### config.mk
export PLATFORM = sky130hd
export DESIGN_NAME = decoder_3_8_stream
export DESIGN_NICKNAME = d
export VERILOG_FILES = /design/src/rtl/decoder_pkg.sv /design/src/rtl/onehot_dec_3_8.sv /design/src/rtl/decoder_3_8_stream.sv
export SDC_FILE = /design/constraint.sdc
export NUM_CORES = 1
export LEC_CHECK = 0
export ABC_AREA = 0
export BUFFER_PORTS_ARGS = -buffer_cell sky130_fd_sc_hd__buf_2
export CAP_MARGIN = 30
export CORE_UTILIZATION = 30
export DETAILED_ROUTE_END_ITERATION = 16
export PLACE_DENSITY_LB_ADDON = 0.3
export SLEW_MARGIN = 0
export SYNTH_ARGS = -nofsm -noshare
export SYNTH_HDL_FRONTEND = slang
export SYNTH_HIERARCHICAL = 1
export SYNTH_SLANG_ARGS = --single-unit
### constraint.sdc
create_clock -name clk -period 3.2 [get_ports clk]
set_clock_uncertainty 0.2 [all_clocks]
set_input_delay 0.96 -clock clk [delete_from_list [all_inputs] [get_ports clk]]
set_output_delay 0.96 -clock clk [all_outputs]
set_load 0.01 [all_outputs]
### src/rtl/decoder_pkg.sv
// rtl/decoder_pkg.sv - shared widths, occupancy states and decode helper for the 3-to-8 decoder
package decoder_pkg;

    localparam int IN_W  = 3;
    localparam int OUT_W = 8;

    typedef enum logic [1:0] {
        EMPTY = 2'd0,
        ONE   = 2'd1,
        FULL  = 2'd2
    } occ_t;

    // One-hot word with bit `code` set, or all zeros when the decode is disabled.
    function automatic logic [OUT_W-1:0] onehot3(input logic [IN_W-1:0] code, input logic en);
        logic [OUT_W-1:0] w;
        w = '0;
        if (en) begin
            w[code] = 1'b1;
        end
        return w;
    endfunction

endpackage

### src/rtl/onehot_dec_3_8.sv
// rtl/onehot_dec_3_8.sv - combinational 3-to-8 decoder with enable and optional output inversion
module onehot_dec_3_8
    import decoder_pkg::*;
(
    input  logic [IN_W-1:0]  code_i,
    input  logic             en_i,
    input  logic             inv_i,
    output logic [OUT_W-1:0] word_o
);

    // inv_i turns the one-hot word into a one-cold word for active-low selects.
    assign word_o = onehot3(code_i, en_i) ^ {OUT_W{inv_i}};

endmodule

### src/rtl/decoder_3_8_stream.sv
// rtl/decoder_3_8_stream.sv - flow-controlled 3-to-8 decoder with 2-entry skid buffer and transfer counter
module decoder_3_8_stream
    import decoder_pkg::*;
#(
    parameter bit OUT_INV = 1'b0,
    parameter int CNT_W   = 8
) (
    input  logic             clk,
    input  logic             rst,
    input  logic             in_valid,
    output logic             in_ready,
    input  logic [IN_W-1:0]  in_code,
    input  logic             in_en,
    output logic             out_valid,
    input  logic             out_ready,
    output logic [OUT_W-1:0] out_onehot,
    output logic [CNT_W-1:0] dec_count
);

    occ_t             state_q, state_d;
    logic [OUT_W-1:0] head_q, head_d;
    logic [OUT_W-1:0] skid_q, skid_d;
    logic [CNT_W-1:0] cnt_q, cnt_d;
    logic [OUT_W-1:0] dec_word;
    logic             in_fire;
    logic             out_fire;

    // Words are decoded on entry so the buffer only ever holds final output values.
    onehot_dec_3_8 u_dec (
        .code_i (in_code),
        .en_i   (in_en),
        .inv_i  (OUT_INV),
        .word_o (dec_word)
    );

    // Handshakes depend only on registered state; in_ready is held low during reset.
    assign out_valid  = (state_q != EMPTY);
    assign in_ready   = ~rst & (state_q != FULL);
    assign in_fire    = in_valid & in_ready;
    assign out_fire   = out_valid & out_ready;
    assign out_onehot = head_q;
    assign dec_count  = cnt_q;

    // Occupancy FSM: head feeds the output, skid catches one word while the consumer stalls.
    always_comb begin
        state_d = state_q;
        head_d  = head_q;
        skid_d  = skid_q;
        unique case (state_q)
            EMPTY: begin
                if (in_fire) begin
                    state_d = ONE;
                    head_d  = dec_word;
                end
            end
            ONE: begin
                unique case ({in_fire, out_fire})
                    2'b10: begin
                        state_d = FULL;
                        skid_d  = dec_word;
                    end
                    2'b01: state_d = EMPTY;
                    2'b11: head_d  = dec_word;
                    default: ;
                endcase
            end
            FULL: begin
                if (out_fire) begin
                    state_d = ONE;
                    head_d  = skid_q;
                end
            end
            default: state_d = EMPTY;
        endcase
    end

    // Transfer counter wraps silently at 2^CNT_W.
    always_comb begin
        cnt_d = out_fire ? cnt_q + CNT_W'(1) : cnt_q;
    end

    // Reset discards buffered words and parks the output at the disabled-decode value.
    always_ff @(posedge clk or posedge rst) begin
        if (rst) begin
            state_q <= EMPTY;
            head_q  <= {OUT_W{OUT_INV}};
            skid_q  <= {OUT_W{OUT_INV}};
            cnt_q   <= '0;
        end else begin
            state_q <= state_d;
            head_q  <= head_d;
            skid_q  <= skid_d;
            cnt_q   <= cnt_d;
        end
    end

endmodule

==> results.ini <==
[power]
combPwrFrac_pct = 40.5
ir_worst_vdd_mv = 0.2577
p_leak_nw = 0.7524
p_clk_share_pct = 13.7
sequentialPowerShare_pct = 45.8
power_switching_w = 0.0004516
power_w = 0.001295
p_per_area_mw_per_mm2 = 794.2
switching_share_pct = 34.88
p_int_w = 0.0008431

[hold_path]
holdPathEnd = dec_count[7]
hp-start = dec_count[7]
min-delay-path-class = flop to flop
holdPathStages = 1

[place]
pre_cts_slack_ps = 519.4
dpl.hpwl_um = 1965
port_buffers = 25
gp_congestion = 0.7842

[outcome]
status = finished with violations
violations = design-rule violations

[sta]
rsz0062_at_grt = no
min_period_ps = 2752
max_freq_ghz = 0.3633
fin_ws_ps = 447.5
max_slew_margin_pct = 66.65
hold_viol_final = 0
finalMaxSlewViolations = 0
fin_tns_setup_ps = 0
period_share_pct = 86.01
finalSetupViolations = 0
tightest_slew_ps = 500.3

[clock_tree]
clk_pin_slew_worst_paths_ps = 80
cts_hold_buf = 0
root_buffer = clkbuf_8
cts_resized = 0
post-cts-setup-buffers = 0
numClockSinks = 26
cts.path.max_buffers = 2
cts_buffers = 3
htree_levels = 1
cts_tree = built
clk_latency_ps = 260

[die]
die-width_um = 70.56
start_util_pct = 31.73
core_region_area_mm2 = 0.004444
num_rows = 24
num_io_pins = 26
die_h_um = 70.56
design.die.area_mm2 = 0.004979

[synthesis]
synthCells = 113
synth_seq_cells = 26
syn-cell-area_mm2 = 0.001410
ys.flop_type = dfrtp_1
synth.area.top_cells = dfrtp_1, mux2_2, xnor2_1
synth-warning-count = 6
synth.distinct_cells = 29
synth_nets = 125
synth_edf_count = 0
synth_top_area_share_pct = 46.14
postSynthAreaPerCell_um2 = 12.48
yosys.area.top_type = dfrtp_1
synth-async-reset-ratio_pct = 100.0
synth_seq_area_share_pct = 46.14

[route]
drt-total-wl_um = 2576
ant_nets = 0
vias_per_cell = 4.885
initialDrtViolationCount = 55
drc = 4
dr.pass1.iters = 10
wire_per_inst_um = 13.49
vias = 933

[critical_path]
r2r_setup_slack_ps = 700
worstPathMaxFanout = 11
arrival_ps = 1590
reg2reg_depth = 7
path_class = flop to primary output
critPathCaptureType = primary output
timing.rr.start = state_q[0]
crit_path_start = state_q[1]
crit_required_ps = 2040
critPathLaunchType = flop
r2r-end = out_onehot[1]

[global_route]
grt_pass1_vias = 910
antenna_found_initial = 0
grt_pass1_wl_um = 4402
grt_overflow = 0
grt_max_degree = 16
grt_usage_pct = 11.35

[flow_run]
cap_viol_max_count = 0

[finish]
insertedDiodeCount = 0
drive_gt1_share_pct = 45.32
fin_util_pct = 36.68
area_growth_pct = 15.62
nNetsFinal = 153

==> through the flow <==
stage	cell area [µm²]	instances	hold WS [ps]
floorplan	1410	113	275.4
global placement	1589	188	251.4
detailed placement	1589	188	270.4
CTS	1630	191	283.2
global route	1630	191	313.3
finish	1630	191	274.1
==> power by group through the flow <==
| stage | registers, W | logic (W) | clock network [W] |
|---|---|---|---|
| after global routing | 0.000620 | 0.000580 | 0.000197 |
| final | 0.000593 | 0.000525 | 0.000177 |
| after floorplan | 0.000596 | 0.000374 | 0 |
| after global placement | 0.000595 | 0.000518 | 0 |
| after detailed placement | 0.000603 | 0.000532 | 0 |
| after CTS | 0.000598 | 0.000532 | 0.000185 |
==> area by class of cell <==
class | count | area [µm²]
fillers | 464 | 2814
multi-input cells | 80 | 721.9
flip-flops and latches | 26 | 650.6
repair buffers | 27 | 140.1
well taps | 52 | 65.06
clock buffers | 3 | 41.29
inverters | 3 | 11.26
==> state kept, by name (all words and copies together), names as in the netlist <==
signal,cells
dec_count,8
out_onehot,8
state_q,2
skid_q,8
==> cell usage after synthesis, drive strengths merged (2+ instances only) <==
| cell | count |
|---|---|
| dfrtp | 26 |
| mux2 | 24 |
| xnor2 | 8 |
| xor2 | 7 |
| nand2 | 6 |
| buf | 4 |
| ha | 4 |
| nand4 | 4 |
| and4bb | 3 |
| inv | 3 |
| nand4b | 3 |
| o21ai | 3 |
| nand3 | 2 |
| nand3b | 2 |
| nor3 | 2 |
| or4b | 2 |
==> kinds of logic after synthesis <==
logic type               synth area share (%)
XOR/XNOR                                9.317
flip-flops                              46.14
AO/OA/AOI/OAI                           3.194
other                                  0.2659
AND/OR/NAND/NOR                         15.71
buffers and inverters                   2.662
adder cells (fa/ha/maj)                 3.549
multiplexers                            19.17
==> critical path, stage by stage, from the launching register on <==
cell	delay, ps
dfrtp_1	540
nand2b_1	360
and2_1	300
buf_2	140
==> cell usage in the layout, fill, tap and decap left out, drive strengths merged <==
cell	Yosys	routed
nor4b	1	1
nor2	1	1
and2	1	1
nand3b	2	2
or4b	2	2
inv	3	3
xor2	7	7
nand3	2	2
mux2	24	24
nand2	6	6
nor3b	1	1
ha	4	4
and3	1	1
nand2b	1	1
a21oi	1	1
nand4b	3	3
xnor2	8	8
or2	1	1
nor3	2	2
buf	4	27
nand4	4	4
conb	1	1
dfrtp	26	26
o211ai	1	1
o21ai	3	3
and4bb	3	3
clkbuf	0	3
==> worst max-delay path by stage <==
stage,to,slack [ps],depth (start not counted)
floorplan,state_q[1],160,6
global placement,state_q[1],570,7
detailed placement,out_onehot[4],520,8
CTS,in_ready,430,3
global route,in_ready,280,3
finish,in_ready,450,3
==> per-layer routing <==
metal	global-route usage (%)	up-vias	share of wire, %
met4	6.000	0	1.6
met5	0	-	0
met1	14.92	459	46
met2	18.34	13	49
li1	-	459	-
met3	1.567	2	3.3
(Power assumes the default switching activity.)
